[config.mk]
export PLATFORM = sky130hd
export DESIGN_NAME = imem_loader
export DESIGN_NICKNAME = d
export VERILOG_FILES = /design/src/rtl/imem_loader_pkg.sv /design/src/rtl/imem_loader_byte_to_word.sv /design/src/rtl/imem_loader.sv
export SDC_FILE = /design/constraint.sdc
export NUM_CORES = 1
export LEC_CHECK = 0
export CORE_MARGIN = 3
export CORE_UTILIZATION = 58
export DETAILED_ROUTE_END_ITERATION = 8
export PLACE_DENSITY = 0.85
export RECOVER_POWER = 100
export SLEW_MARGIN = 20
export SYNTH_ARGS = -nofsm -noshare
export SYNTH_HDL_FRONTEND = slang
export SYNTH_SLANG_ARGS = --single-unit
[constraint.sdc]
create_clock -name clk -period 6.6 [get_ports clk]
set_input_delay 1.98 -clock clk [delete_from_list [all_inputs] [get_ports clk]]
set_output_delay 1.98 -clock clk [all_outputs]
set_load 0.02 [all_outputs]
[src/rtl/imem_loader_pkg.sv]
// Shared types and constants for the instruction-memory boot loader.
package imem_loader_pkg;

  typedef enum logic [2:0] {
    ST_ADDR,
    ST_COUNT,
    ST_DATA,
    ST_CHECK,
    ST_DONE,
    ST_ERROR
  } loader_state_t;

  localparam int ADDR_BYTES  = 4;
  localparam int COUNT_BYTES = 2;
  localparam int IDX_W       = 2;

endpackage

[src/rtl/imem_loader_byte_to_word.sv]
// Little-endian byte-to-word shift assembler; word reflects the byte being
// accepted this cycle so the caller can register a complete word directly.
module byte_to_word
  import imem_loader_pkg::*;
(
  input  logic             clk,
  input  logic             reset,
  input  logic             en,
  input  logic [7:0]       byte_in,
  input  logic [IDX_W-1:0] idx,
  output logic [31:0]      word,
  output logic             word_done
);

  logic [31:0] shift_q, shift_d;

  // New byte enters at the top; after four shifts byte 0 sits in [7:0].
  assign word      = {byte_in, shift_q[31:8]};
  assign word_done = en && (idx == IDX_W'(3));

  always_comb begin
    shift_d = shift_q;
    if (en) shift_d = word;
  end

  always_ff @(posedge clk) begin
    if (reset) shift_q <= '0;
    else       shift_q <= shift_d;
  end

endmodule

[src/rtl/imem_loader.sv]
// Boot loader: parses {addr, count, words[, checksum]} byte frames, writes
// instruction memory and releases the core. Optional: IMEM_LOADER_CHECKSUM_EN.
module imem_loader
  import imem_loader_pkg::*;
#(
  parameter int MAX_WORDS = 1024
) (
  input  logic        clk,
  input  logic        reset,
  input  logic [7:0]  in_data,
  input  logic        in_valid,
  output logic        in_ready,
  output logic        mem_we,
  output logic [31:0] mem_addr,
  output logic [31:0] mem_wdata,
  output logic        cpu_reset,
  output logic [31:0] initial_address,
  output logic        done,
  output logic        error
);

  localparam logic [16:0] MAX_N = 17'(MAX_WORDS);

  loader_state_t    state_q, state_d;
  logic [IDX_W-1:0] idx_q, idx_d;
  logic [15:0]      cnt_q, cnt_d;
  logic [31:0]      addr_q, addr_d;
  logic             mem_we_q, mem_we_d;
  logic [31:0]      mem_addr_q, mem_addr_d;
  logic [31:0]      mem_wdata_q, mem_wdata_d;
  logic [31:0]      init_q, init_d;
  logic             xfer;
  logic [31:0]      word;
  logic             word_done;
  logic [15:0]      n_hdr;
  loader_state_t    tail_st;

`ifdef IMEM_LOADER_CHECKSUM_EN
  logic [7:0] xor_q, xor_d;
  assign tail_st = ST_CHECK;
`else
  assign tail_st = ST_DONE;
`endif

  assign in_ready  = (state_q == ST_ADDR) || (state_q == ST_COUNT) ||
                     (state_q == ST_DATA) || (state_q == ST_CHECK);
  assign xfer      = in_valid && in_ready;
  assign done      = (state_q == ST_DONE);
  assign error     = (state_q == ST_ERROR);
  assign cpu_reset = (state_q != ST_DONE);
  assign mem_we          = mem_we_q;
  assign mem_addr        = mem_addr_q;
  assign mem_wdata       = mem_wdata_q;
  assign initial_address = init_q;
  // Count bytes land in the top half of the assembler after two shifts.
  assign n_hdr = word[31:16];

  byte_to_word u_b2w (
    .clk       (clk),
    .reset     (reset),
    .en        (xfer),
    .byte_in   (in_data),
    .idx       (idx_q),
    .word      (word),
    .word_done (word_done)
  );

  always_comb begin
    state_d     = state_q;
    idx_d       = idx_q;
    cnt_d       = cnt_q;
    addr_d      = addr_q;
    mem_we_d    = 1'b0;
    mem_addr_d  = mem_addr_q;
    mem_wdata_d = mem_wdata_q;
    init_d      = init_q;
`ifdef IMEM_LOADER_CHECKSUM_EN
    xor_d = xor_q;
    if (xfer && state_q != ST_CHECK) xor_d = xor_q ^ in_data;
`endif
    if (xfer) begin
      idx_d = idx_q + 1'b1;
      case (state_q)
        ST_ADDR: if (word_done) begin
          init_d  = word;
          addr_d  = word;
          state_d = ST_COUNT;
        end
        ST_COUNT: if (idx_q == IDX_W'(COUNT_BYTES - 1)) begin
          idx_d = '0;
          cnt_d = n_hdr;
          if ({1'b0, n_hdr} > MAX_N) state_d = ST_ERROR;
          else if (n_hdr == 16'd0)   state_d = tail_st;
          else                       state_d = ST_DATA;
        end
        ST_DATA: if (word_done) begin
          mem_we_d    = 1'b1;
          mem_addr_d  = addr_q;
          mem_wdata_d = word;
          addr_d      = addr_q + 32'd4;
          cnt_d       = cnt_q - 16'd1;
          if (cnt_q == 16'd1) state_d = tail_st;
        end
`ifdef IMEM_LOADER_CHECKSUM_EN
        ST_CHECK: state_d = (in_data == xor_q) ? ST_DONE : ST_ERROR;
`endif
        default: ;
      endcase
    end
  end

  always_ff @(posedge clk) begin
    if (reset) begin
      state_q     <= ST_ADDR;
      idx_q       <= '0;
      cnt_q       <= '0;
      addr_q      <= '0;
      mem_we_q    <= 1'b0;
      mem_addr_q  <= '0;
      mem_wdata_q <= '0;
      init_q      <= '0;
`ifdef IMEM_LOADER_CHECKSUM_EN
      xor_q       <= '0;
`endif
    end else begin
      state_q     <= state_d;
      idx_q       <= idx_d;
      cnt_q       <= cnt_d;
      addr_q      <= addr_d;
      mem_we_q    <= mem_we_d;
      mem_addr_q  <= mem_addr_d;
      mem_wdata_q <= mem_wdata_d;
      init_q      <= init_d;
`ifdef IMEM_LOADER_CHECKSUM_EN
      xor_q       <= xor_d;
`endif
    end
  end

endmodule

Word level (Yosys, flattened, before mapping)
Cells that the tools add are included.
W data, S select, Z words.
Storage, ports and cells
  output and inout port bits: 101
  input bits: 11
  logic and storage cells: 60
  register bits after elaboration: 182
Cells by class
  equal/unequal tests: 13
  bitwise operators: 2
  multiplexer cells: 16
  $add $sub $neg: 3
  reductions and logical operators: 16
  magnitude comparators: 1
Operator list (count)
  $mux W32: 2
  $pmux W32 S2: 1
  $add A32 B3 Y32 const B: 1
  $mux W16: 2
  $pmux W16 S2: 1
  $mux W3: 6
  $eq A16 B1 Y1 const B: 1
  $gt A16 B11 Y1 const B: 1
  $logic_not A16 Y1: 1
  $sub A16 B1 Y16 const B: 1
  $pmux W3 S3: 1
  $ne A2 B1 Y1 const B: 4
  $reduce_and A4 Y1: 2
  $eq A3 B2 Y1 const B: 2
  $eq A3 B3 Y1 const B: 2
  $reduce_and A3 Y1: 2
  $reduce_and A6 Y1: 1
  $mux W2: 2
  $reduce_bool A2 Y1: 2
  $eq A3 B1 Y1 const B: 1
  $logic_not A3 Y1: 1
  $logic_or A1 B1 Y1: 3
  $ne A3 B3 Y1 const B: 1
  $reduce_bool A3 Y1: 1
  other kinds (7): 9

Logic depth before layout (Yosys ltp)
  depth in word-level cells: 8
  mapped depth: 9
  mapped depth without buffers: 7

Hierarchy
A second synthesis with hierarchy kept.
Second synthesis, totals
  cell total of the unflattened synthesis: 969
  area total of the unflattened synthesis: 7512.2 um^2
By module, submodules not included
  imem_loader: cells each 883, times used 1, area each 6575.1 um^2, seq. area each 3002.9 um^2
  byte_to_word: cells each 86, times used 1, area each 937.1 um^2, seq. area each 480.5 um^2

Worst setup path after synthesis
No wires, ideal clock.
  path type: input to register
  start: input in_data[4]
  end: register state_q[0]
  required time: 6.468 ns
  setup time: 0.132 ns
  path buffers: 0
  slack: 3.155 ns
  stages on the path: 5
  arrival time: 3.313 ns
  cells stage by stage: or4_1 > or3b_1 > a211o_1 > mux2i_1 > nor3_1
On the way
  word-level cells in the longest chain between the ends: 4
Ends and longest elaborated chain
  start, declared: line imem_loader.sv:10  | input logic [7:0] in_data,
  $gt A16 B11 Y1: line imem_loader.sv:92  | if ({1'b0, n_hdr} > MAX_N) state_d = ST_ERROR;
  $mux W3: line imem_loader.sv:92
  $mux W3: line imem_loader.sv:89  | ST_COUNT: if (idx_q == IDX_W'(COUNT_BYTES - 1)) begin
  $pmux W3 S3: line imem_loader.sv:83  | case (state_q)
  end signal, assigned: line imem_loader.sv:126  | state_q <= state_d;
  end, declared: line imem_loader.sv:24  | loader_state_t state_q, state_d;
No other way between the ends. The select of a mux whose other input is x is not followed.
A chain may end at the register's enable or synchronous reset.

Worst setup path after layout
  start: input in_valid
  end: register addr_q[13]
On the way
  word-level cells in the longest chain between the ends: 4
  elaborated cells on any way between the ends: 5
  classes of those cells: 2 x eq/ne; 3 x reduce/logical
Ends and longest elaborated chain
  start, declared: line imem_loader.sv:11  | input logic in_valid,
  $logic_and A1 B1 Y1 *: line imem_loader.sv:47  | assign xfer = in_valid && in_ready;
  $logic_and A1 B1 Y1: line imem_loader_byte_to_word.sv:19  | assign word_done = en && (idx == IDX_W'(3));
  $ne A2 B1 Y1 (no line)
  $reduce_and A4 Y1 (no line) *
  end signal, assigned: line imem_loader.sv:129  | addr_q <= addr_d;
  end, declared: line imem_loader.sv:27  | logic [31:0] addr_q, addr_d;
Every way passes the cells marked *; elsewhere a longest branch is shown, timed or not.

==> metrics.md <==
| Metric | Value |
|---|---|
| Grt peak-use layer | met2 |
| FFs w/ async S/R, synth | 0% |
| Maximum clock frequency | 190.9 MHz |
| Max-slew violations | 129 |
| Cell count after placement | 1172 |
| Initial Util | 60.16% |
| Final TNS setup | 0 ps |
| Layout Skew | 7.815 ps |
| Rows | 40 |
| Number of global-route vias before repair | 6583 |
| M3 GR Usage | 5.933% |
| DR WL/cell | 17.33 um |
| Most common cell in the netlist | nand2_1 |
| Worst min path class | flip-flop to flip-flop |
| # H-tree levels | 4 |
| Sequential Power Share | 51.3% |
| Iteration-0 DRC Markers | 845 |
| Total power | 0.002096 W |
| Synth top cells by count | 286 x nand2_1, 174 x dfxtp_1, 166 x a21oi_1 |
| Synth area leader | dfxtp_1 |
| Top FF cell, synth | dfxtp_1 |
| ANT nets after route | 0 |
| Fin. Hold Viols | 0 |
| Outcome | finished, violations left |
| FF-to-FF End | addr_q[13] |
| Mapped Nets | 972 |
| Met2 usage | 45.08% |
| Synth Register Bits | 174 |
| Syn Std Cell Area | 0.007347 mm^2 |
| Dpl ws | 1685 ps |
| Switching Fraction | 23.36% |
| Setup violations, final | 0 |
| RSZ-0062 raised after global routing | false |
| Internal | 0.001607 W |
| Horiz. Die Dim | 118.6 um |
| Synth unique cells | 69 |
| Synthesis-to-layout area growth | 21.88% |
| P_leak | 3.235 nW |
| Worst Path Required | 6940 ps |
| Post-Syn Instances | 958 |
| CTS Sinks | 174 |
| Worst-margin pin slew | 2012 ps |
| Num CTS Buffers | 17 |
| Met1 usage | 40.08% |
| Slew headroom | -34.53% |
| Die Ht | 118.6 um |
| Kind of critical path | input pin to flip-flop |
| CTS resizes | 0 |
| Crit share post-route | 79.36% |
| GRT Total Usage | 29.19% |
| Final min period | 5238 ps |
| GRT overflow | 0 |
| Max-cap violations | 3 |
| Comb pwr share | 3.4% |
| Initial antenna violation count | 0 |
| Synth Warn # | 0 |
| GPL Wtd Cong | 0.8991 |
| Failing checks | max-capacitance violations, max-slew violations |
| WL final | 20850 um |
| R2r setup slk | 2190 ps |
| CTS Buffer Depth | 2 |
| CP startpoint kind | input pin |
| Synthesized area per cell | 7.669 um^2 |
| Number of flops mapped to enable cells by yosys | 0 |
| Antenna cells | 0 |
| Clock Root Buffer | clkbuf_16 |
| Start point of the critical path | in_valid |
| Setup slack after layout | 1362 ps |
| Worst-skew pair later-pin latency | 430 ps |
| Finished Layout Cells | 1203 |
| Reg clk slew, reported paths | 60 ps |
| First-pass GRT wire length | 33580 um |
| Nets@finish | 1037 |
| DR vias/cell | 6.029 |
| Drt pass-1 iters | 6 |
| Die ar. | 0.01405 mm^2 |
| FF-to-FF Start | state_q[1] |
| WP data arrival | 5580 ps |
| Placed wire-length estimate | 13090 um |
| Main area contributors after synthesis | dfxtp_1 47%, nand2_1 15%, a21oi_1 11% |
| Clock power frac | 45.3% |
| Area share of the largest cell type after synthesis | 47.41% |
| Post-route DRC | 0 |
| Setup crit end kind | flip-flop |
| Setup Buffers After CTS | 0 |
| CTS tree | built |
| Net Switching | 0.0004897 W |
| Worst vdd rail ir drop | 0.1749 mV |
| Worst-case reg-to-reg path depth | 6 |
| Share of layout cells above drive strength 1 | 4.155% |
| I/O Pins | 112 |
| Core ar. | 0.01221 mm^2 |
| Post-Route Utilization | 73.33% |
| Worst setup path endpoint | addr_q[13] |
| Crit path max fanout | 49 |
| Sequential area share after synthesis | 47.41% |
| Vias post-DR | 7253 |
| IO buf count | 111 |
| CTS Hold Bufs | 0 |
| Pwr dens | 234.1 mW/mm^2 |
| Pin count of the biggest net entering global routing | 114 |
registers in the layout, summed over array words and instances, names as in the netlist:
register and cells:
addr_q 32, initial_address 32, mem_addr 32, mem_wdata 32, u_b2w.shift_q 24, cnt_q 16, state_q 3, idx_q 2
mem_we 1
cells in the final DEF, fill, tap and decap left out, types with 4 or more instances in the layout:
master / netlist / layout
clkdlybuf4s50_1: 0 / 6
clkbuf_1: 57 / 6
or4_1: 5 / 5
nand2_1: 286 / 286
nand3_1: 18 / 19
o31ai_1: 5 / 5
nor4_1: 14 / 14
and3_1: 4 / 4
clkbuf_16: 0 / 17
a21oi_1: 166 / 166
nand4_1: 12 / 12
o21a_1: 4 / 4
dlygate4sd3_1: 0 / 104
clkinv_4: 0 / 4
nor3_1: 20 / 20
nor2_1: 42 / 41
a211oi_1: 13 / 13
clkinvlp_4: 0 / 4
o221ai_1: 4 / 4
o21ai_0: 27 / 27
o22ai_1: 7 / 7
or3_1: 4 / 4
dfxtp_1: 174 / 174
inv_1: 7 / 7
cells by family after synthesis:
logic type	count (synthesis)	share of synthesized area [%]
and+or+nand+nor	433	25.97
AOI/OAI and AO/OA	260	20.47
DFF	174	47.41
buffers and inverters	81	4.751
xor gates and xnor gates	4	0.4769
muxes	3	0.4087
adders and majority gates	3	0.5110
area by class of cell:
type                       count  area [um^2]
timing repair buffer         119         1150
fill                         959         3257
clock buffer                  18        439.2
sequential                   174         3483
inverter                       8        30.03
tap                          168        210.2
multi-input combinational    703         3523
clock inverter                13        118.9
stage by stage:
step | hold slack, ps | cell area [um^2]
final | 449.1 | 8955
after detailed placement | 444.4 | 8431
after CTS | 454.1 | 8989
after floorplan | 432.1 | 7347
after global placement | 441.5 | 8431
after global routing | 467.6 | 8955
worst min-delay path by stage:
stage	start	end	slack (ps)	cells after the start
2_1_floorplan	addr_q[0]	mem_addr[0]	430	2
3_3_place_gp	initial_address[7]	initial_address[7]	440	2
3_5_place_dp	addr_q[1]	mem_addr[1]	440	2
4_1_cts	initial_address[2]	initial_address[2]	450	2
5_1_grt	initial_address[2]	initial_address[2]	470	2
6_report	mem_addr[26]	mem_addr[26]	450	2
worst max-delay path: stages:
cell,delay (ps)
dlygate4sd3_1,590
and3b_1,260
nand3_1,1370
clkbuf_1,1000
nor3_1,100
a211oi_1,270
power by group through the flow:
stage / combinational (W) / sequential (W) / clock [W]
6_report: 0.0000712 / 0.00108 / 0.000949
5_1_grt: 0.0000767 / 0.00108 / 0.000995
4_1_cts: 0.0000709 / 0.00108 / 0.000952
3_5_place_dp: 0.0000704 / 0.00110 / 0
2_1_floorplan: 0.0000484 / 0.00109 / 0
3_3_place_gp: 0.0000695 / 0.00110 / 0
routing by layer:
layer	vias up	wire [um]	share of wire [%]
li1	3465	-	-
met1	3330	8888	43
met2	398	9416	45
met3	60	1971	9.5
met4	0	574	2.8
met5	-	0	0
Power figures use the tool's default switching activity.
